$ cat config.mk
export PLATFORM = sky130hd
export DESIGN_NAME = spu_result_pipe_flat
export DESIGN_NICKNAME = d
export VERILOG_FILES = /design/src/rtl/spu_pkg.sv /design/src/rtl/spu_result_pipe_if.sv /design/src/rtl/spu_src_match.sv /design/src/rtl/spu_result_pipe.sv /design/src/flat_wrapper.sv
export SDC_FILE = /design/constraint.sdc
export NUM_CORES = 2
export LEC_CHECK = 0
export CELL_PAD_IN_SITES_DETAIL_PLACEMENT = 0
export CELL_PAD_IN_SITES_GLOBAL_PLACEMENT = 1
export CORE_MARGIN = 2
export CORE_UTILIZATION = 39
export CTS_BUF_LIST = sky130_fd_sc_hd__clkbuf_4
export DETAILED_ROUTE_END_ITERATION = 8
export GPL_TIMING_DRIVEN = 0
export PLACE_DENSITY_LB_ADDON = 0.1
export SLEW_MARGIN = 5
export SYNTH_ARGS = -nofsm -noshare
export SYNTH_HDL_FRONTEND = slang
export SYNTH_SLANG_ARGS = --single-unit
$ cat constraint.sdc
create_clock -name clk -period 3.4 [get_ports clk]
set_input_delay 0.34 -clock clk [delete_from_list [all_inputs] [get_ports clk]]
set_output_delay 0.34 -clock clk [all_outputs]
set_load 0.1 [all_outputs]
$ cat src/rtl/spu_pkg.sv
// Shared types and sizing for the SPU result/write-back pipe.
// Slot entries hold {valid, rt, data}; lat_t carries execution-unit latency.
package spu_pkg;
  localparam int DATA_W  = 128;
  localparam int ADDR_W  = 7;
  localparam int MAX_LAT = 7;

  typedef logic [2:0] lat_t;

  typedef struct packed {
    logic              valid;
    logic [ADDR_W-1:0] rt;
    logic [DATA_W-1:0] data;
  } slot_t;

  function automatic logic lat_legal(input lat_t l);
    return (l != '0) && (int'(l) <= MAX_LAT);
  endfunction
endpackage

$ cat src/rtl/spu_result_pipe_if.sv
// Issue handshake from the ID/EX boundary into the result pipe.
// ready is combinational from pipe state and the offered rt/lat.
interface spu_result_pipe_if;
  import spu_pkg::*;

  logic              valid;
  logic              ready;
  logic [ADDR_W-1:0] rt;
  lat_t              lat;
  logic [DATA_W-1:0] data;

  modport master (output valid, rt, lat, data, input ready);
  modport slave  (input valid, rt, lat, data, output ready);
endinterface

$ cat src/rtl/spu_src_match.sv
// Compares one decode source address against every slot: combinational busy,
// plus matched slot data when SPU_FWD_EN is defined (zero when not busy).
module spu_src_match
  import spu_pkg::*;
(
  input  logic [MAX_LAT-1:0]             vld,
  input  logic [MAX_LAT-1:0][ADDR_W-1:0] rts,
`ifdef SPU_FWD_EN
  input  logic [MAX_LAT-1:0][DATA_W-1:0] datas,
  output logic [DATA_W-1:0]              fwd_data,
`endif
  input  logic [ADDR_W-1:0]              src,
  output logic                           busy
);
  always_comb begin
    busy = 1'b0;
`ifdef SPU_FWD_EN
    fwd_data = '0;
`endif
    // WAW stalling keeps matches unique, so OR-merging the data is exact
    for (int i = 0; i < MAX_LAT; i++) begin
      if (vld[i] && rts[i] == src) begin
        busy = 1'b1;
`ifdef SPU_FWD_EN
        fwd_data = fwd_data | datas[i];
`endif
      end
    end
  end
endmodule

$ cat src/rtl/spu_result_pipe.sv
// Write-back delay line: result issued with latency L is written L cycles later; issue stalls
// on slot collision, WAW, flush or illegal latency. SPU_FWD_EN adds fwd_data_a/b/c bypass outputs.
module spu_result_pipe
  import spu_pkg::*;
(
  input  logic              clk,
  input  logic              reset,
  spu_result_pipe_if.slave  issue,
  input  logic              flush,
  input  logic [ADDR_W-1:0] ra,
  input  logic [ADDR_W-1:0] rb,
  input  logic [ADDR_W-1:0] rc,
  output logic              busy_a,
  output logic              busy_b,
  output logic              busy_c,
`ifdef SPU_FWD_EN
  output logic [DATA_W-1:0] fwd_data_a,
  output logic [DATA_W-1:0] fwd_data_b,
  output logic [DATA_W-1:0] fwd_data_c,
`endif
  output logic              rf_we,
  output logic [ADDR_W-1:0] rf_wa,
  output logic [DATA_W-1:0] rf_wd,
  output logic              lat_err
);
  slot_t [MAX_LAT-1:0]             slots;
  slot_t [MAX_LAT-1:0]             slots_nxt;
  logic  [MAX_LAT-1:0]             vld;
  logic  [MAX_LAT-1:0][ADDR_W-1:0] rts;
  logic                            lat_ok;
  logic                            waw;
  logic                            slot_free;
  logic                            accept;

  always_comb begin
    lat_ok    = lat_legal(issue.lat);
    waw       = 1'b0;
    slot_free = 1'b1;
    // Slot L shifts into L-1 at this edge, so that is the one that must be empty
    for (int i = 0; i < MAX_LAT; i++) begin
      if (slots[i].valid && slots[i].rt == issue.rt) waw = 1'b1;
      if (i > 0 && int'(issue.lat) == i && slots[i].valid) slot_free = 1'b0;
    end
    issue.ready = lat_ok && slot_free && !waw && !flush;
  end

  assign accept = issue.valid && issue.ready;

  always_comb begin
    slots_nxt = '0;
    if (!flush) begin
      for (int i = 0; i < MAX_LAT - 1; i++) slots_nxt[i] = slots[i+1];
    end
    if (accept) begin
      for (int i = 0; i < MAX_LAT; i++) begin
        if (int'(issue.lat) == i + 1) slots_nxt[i] = '{1'b1, issue.rt, issue.data};
      end
    end
  end

  always_ff @(posedge clk or negedge reset) begin
    if (!reset) begin
      slots   <= '0;
      lat_err <= 1'b0;
    end else begin
      slots   <= slots_nxt;
      lat_err <= issue.valid && !lat_ok;
    end
  end

  assign rf_we = slots[0].valid;
  assign rf_wa = slots[0].rt;
  assign rf_wd = slots[0].data;

`ifdef SPU_FWD_EN
  logic [MAX_LAT-1:0][DATA_W-1:0] datas;
`endif

  always_comb begin
    for (int i = 0; i < MAX_LAT; i++) begin
      vld[i] = slots[i].valid;
      rts[i] = slots[i].rt;
`ifdef SPU_FWD_EN
      datas[i] = slots[i].data;
`endif
    end
  end

  spu_src_match u_match_a (
    .vld(vld), .rts(rts),
`ifdef SPU_FWD_EN
    .datas(datas), .fwd_data(fwd_data_a),
`endif
    .src(ra), .busy(busy_a)
  );

  spu_src_match u_match_b (
    .vld(vld), .rts(rts),
`ifdef SPU_FWD_EN
    .datas(datas), .fwd_data(fwd_data_b),
`endif
    .src(rb), .busy(busy_b)
  );

  spu_src_match u_match_c (
    .vld(vld), .rts(rts),
`ifdef SPU_FWD_EN
    .datas(datas), .fwd_data(fwd_data_c),
`endif
    .src(rc), .busy(busy_c)
  );
endmodule

$ cat src/flat_wrapper.sv
// flat-port wrapper written by rule: the top's interface ports become plain ports
module spu_result_pipe_flat import spu_pkg::*;
  (clk, reset, flush, ra, rb, rc, busy_a, busy_b, busy_c, rf_we, rf_wa, rf_wd, lat_err, issue_valid, issue_rt, issue_lat, issue_data, issue_ready);
  spu_result_pipe_if issue_i ();
  input  logic clk;
  input  logic reset;
  input  logic flush;
  input  logic [ADDR_W-1:0] ra;
  input  logic [ADDR_W-1:0] rb;
  input  logic [ADDR_W-1:0] rc;
  output logic busy_a;
  output logic busy_b;
  output logic busy_c;
  output logic rf_we;
  output logic [ADDR_W-1:0] rf_wa;
  output logic [DATA_W-1:0] rf_wd;
  output logic lat_err;
  input wire logic [$bits(issue_i.valid)-1:0] issue_valid;
  input wire logic [$bits(issue_i.rt)-1:0] issue_rt;
  input wire logic [$bits(issue_i.lat)-1:0] issue_lat;
  input wire logic [$bits(issue_i.data)-1:0] issue_data;
  output wire logic [$bits(issue_i.ready)-1:0] issue_ready;
  assign issue_i.valid = issue_valid;
  assign issue_i.rt = issue_rt;
  assign issue_i.lat = issue_lat;
  assign issue_i.data = issue_data;
  assign issue_ready = issue_i.ready;
  spu_result_pipe u_core (.clk(clk), .reset(reset), .issue(issue_i), .flush(flush), .ra(ra), .rb(rb), .rc(rc), .busy_a(busy_a), .busy_b(busy_b), .busy_c(busy_c), .rf_we(rf_we), .rf_wa(rf_wa), .rf_wd(rf_wd), .lat_err(lat_err));
endmodule
==> metrics.md <==
| Metric | Value |
|---|---|
| Worst hold slack | `0.161 ns` |
| Final instance area | `53000 um^2` |
| Die Footprint | `114000 um^2` |
| CTS Sinks | `953` |
| Crit-path cells | `xnor2_2 > nand4_1 > nor2_2 > nor4_4 > nand3_4 > buf_12 > inv_4 > buf_12` |
| Worst Tran Pin Value | `1.39 ns` |
| Pre-antenna DRT Iters | `5` |
| Worst VDD drop | `0.221 mV` |
| DRT iter0 DRCs | `1278` |
| Syn Nets | `3771` |
| TritonCTS Buffers | `286` |
| Crit Path Max Fanout | `5` |
| Switch Pwr | `6200 uW` |
| Kind of critical path | `register to output port` |
| Clock share of power | `0.429` |
| Post-DP Area | `48100 um^2` |
| Max-Cap Viols | `0` |
| Final Setup Violations | `0` |
| Fin Clk Skew | `0.0788 ns` |
| Number of global-route vias before repair | `29100` |
| Port Buffers | `272` |
| Power per cell area | `456 nW/um^2` |
| Post-Syn Instances | `3608` |
| Post-DRT Antenna Nets | `0` |
| Core area | `110000 um^2` |
| RD Place Congestion | `0.879` |
| Synthesis-to-layout area growth | `22.3%` |
| Min cycle time layout | `3.22 ns` |
| Initial Util | `0.393` |
| Design Power | `24200 uW` |
| Vias per cell | `4.62` |
| Clk pin slew, worst setup/hold paths | `0.06 ns` |
| Worst EP arrival | `2.88 ns` |
| Internal cell power | `18000 uW` |
| Htree depth | `5` |
| Io pins | `304` |
| CP Buf/Inv Count | `3` |
| CTS tree | `built` |
| Sw frac | `0.256` |
| Antenna violations before repair | `10` |
| Pins Over Slew Limit | `0` |
| Final setup slack of the worst path | `0.185 ns` |
| Synth unique cells | `33` |
| Mapped Area | `43300 um^2` |
| Fmax | `311 MHz` |
| Req. time, crit path | `3.06 ns` |
| Max Root-Sink Buffers | `4` |
| Vias | `27600` |
| Status | `completed` |
| CP most frequent cell | `buf_12` |
| Rel. slew slack | `0.0724` |
| Hold Violations, Final | `0` |
| Syn. warnings | `0` |
| Die Height | `337 um` |
| Startpoint Class | `register` |
| Crit end category | `output port` |
| Flop pwr share | `0.480` |
| FF+latch count, synth | `953` |
| Final WL | `112000 um` |
| CTS Root Cell | `clkbuf_4` |
| Slowest stage delay, CP | `0.47 ns` |
| RSZ-0062 raised after global routing | `no` |
| Drt drc | `0` |
| Largest net degree at the start of global routing | `160` |
| Pre-CTS setup slack | `-0.933 ns` |
| Total track usage | `0.201` |
| Synth Flop Type | `dfrtp_1` |
| CP max stage cell | `dfrtp_2` |
| Seq/Total Area, Yosys | `0.550` |
| Fin nets | `4476` |
| EDFF count, synth | `0` |
| Clock Latency Late Sink | `1.12 ns` |
| Post-synth ARST share | `1.00` |
| First-pass GRT wire length | `175000 um` |
| Die width | `337 um` |
| Tcrit/Tclk final | `0.946` |
| Combinational share of power | `0.092` |
| Gr ovfl total | `0` |
| Leak | `0.0294 uW` |
| Min-Delay Path Class | `input port to register` |
| WL per Instance | `18.8 um` |
| Layout cell share with drive strength beyond 1 | `0.168` |
| Largest delay share family, worst path | `simple AND/OR/NAND/NOR gates` |
| Hpwl dp | `74700 um` |
| # rows | `122` |
| Syn_area_per_cell | `12.0 um^2` |
==> repair_timing <==
action / CTS / global route
gates cloned: 0 / 0
hold buffers: 141 / 0
endpoints found under the setup margin: 9 / 4
pin swaps: 4 / 5
setup buffers: 3 / 5
hold endpoints to repair: 1311 / 0
resized for setup: 52 / 13
==> sequential cells by signal, indices dropped and copies added (netlist names) <==
name	cells
u_core.slots	774
u_core.rts	42
u_core.rf_wd	128
u_core.lat_err	1
u_core.rf_wa	7
u_core.rf_we	1
==> worst reg2reg max path, stage by stage (launching register included) <==
cell	delay, ns
dfrtp_1	0.35
buf_2	0.18
xnor2_1	0.15
nand2_1	0.11
nor4_2	0.56
nor4_4	0.14
nand3_1	0.11
buf_2	0.54
buf_6	0.32
buf_6	0.24
mux2i_1	0.23
==> power by group through the flow <==
| stage | combinational [uW] | clock, uW | sequential, uW |
|---|---|---|---|
| 2_1_floorplan | 1190 | 0 | 11800 |
| 3_3_place_gp | 2040 | 0 | 11900 |
| 3_5_place_dp | 2120 | 0 | 11800 |
| 4_1_cts | 2270 | 10800 | 11600 |
| 5_1_grt | 2410 | 11500 | 11600 |
| 6_report | 2220 | 10400 | 11600 |
==> layout by cell type, fill, tap and decap left out, drive strengths merged, types with 134 or more instances in the layout <==
cell type and count:
nor3 141, buf 297, mux2i 811, xnor2 134, inv 147, clkbuf 549
dlygate4sd3 140, dfrtp 953, nand2b 812, clkdlybuf4s50 263
==> cells in the mapped netlist, types with 3 or more instances <==
cell	count	area, um^2
dfrtp_1	953	23800
nand2b_1	812	5080
mux2i_1	811	8120
buf_4	172	1290
inv_1	142	533
nor3_1	140	701
xnor2_1	134	1170
clkbuf_1	133	499
buf_2	74	370
xor2_1	62	543
nand4_1	48	300
buf_6	30	338
nor4_1	19	119
nor2_1	15	56.3
nand2_1	13	48.8
o21ai_0	10	50.1
clkbuf_2	6	30.0
nand3_1	6	30.0
o21ai_1	6	30.0
buf_1	5	18.8
or4_1	3	22.5
==> through the flow <==
stage,utilization,cells,setup TNS [ns]
6_report,0.480,5969,0
5_1_grt,0.480,5968,0
4_1_cts,0.480,5965,0
3_5_place_dp,0.436,5375,-2.50
3_3_place_gp,0.434,5368,-
2_1_floorplan,-,3608,0
==> path summary, 6_finish.rpt <==
kind	endpoint	cells after the start	slack (ns)	startpoint
worst max-delay path	issue_ready	8	0.18	u_core.rf_wa[2]
worst min-delay path	u_core.slots[907]	3	0.16	issue_data[91]
worst max register to register	u_core.slots[234]	10	0.35	u_core.rts[7]
worst min register to register	u_core.slots[476]	2	0.47	u_core.slots[612]
max in group asynchronous	u_core.slots[464]	7	0.75	reset
min in group asynchronous	u_core.rf_wd[16]	4	0.39	reset
==> layer usage <==
layer,wire [um],global-route usage
met1,54200,0.286
met4,2460,0.0670
met5,41,0
met3,5140,0.0422
met2,50400,0.307
==> cells by family (layout without fill, tap and decap cells) <==
logic type / Yosys count / in the layout / share of synthesized area
flops: 953 / 953 / 0.550
compound gates: 18 / 18 / 0.00225
other cells: 0 / 2 / 0
mux: 811 / 811 / 0.187
simple gates: 1068 / 1068 / 0.149
buf+inv: 562 / 1433 / 0.0711
xor+xnor: 196 / 196 / 0.0396
==> layout make-up <==
class | count | area, um^2
Fill cell | 10400 | 57400
Multi-Input combinational cell | 2093 | 16500
Timing Repair Buffer | 428 | 4430
Sequential cell | 953 | 23900
Clock buffer | 416 | 3120
Antenna cell | 2 | 5.00
Buffer | 409 | 2530
Clock inverter | 38 | 184
Inverter | 142 | 536
Tap cell | 1488 | 1860
(Power assumes the default switching activity.)
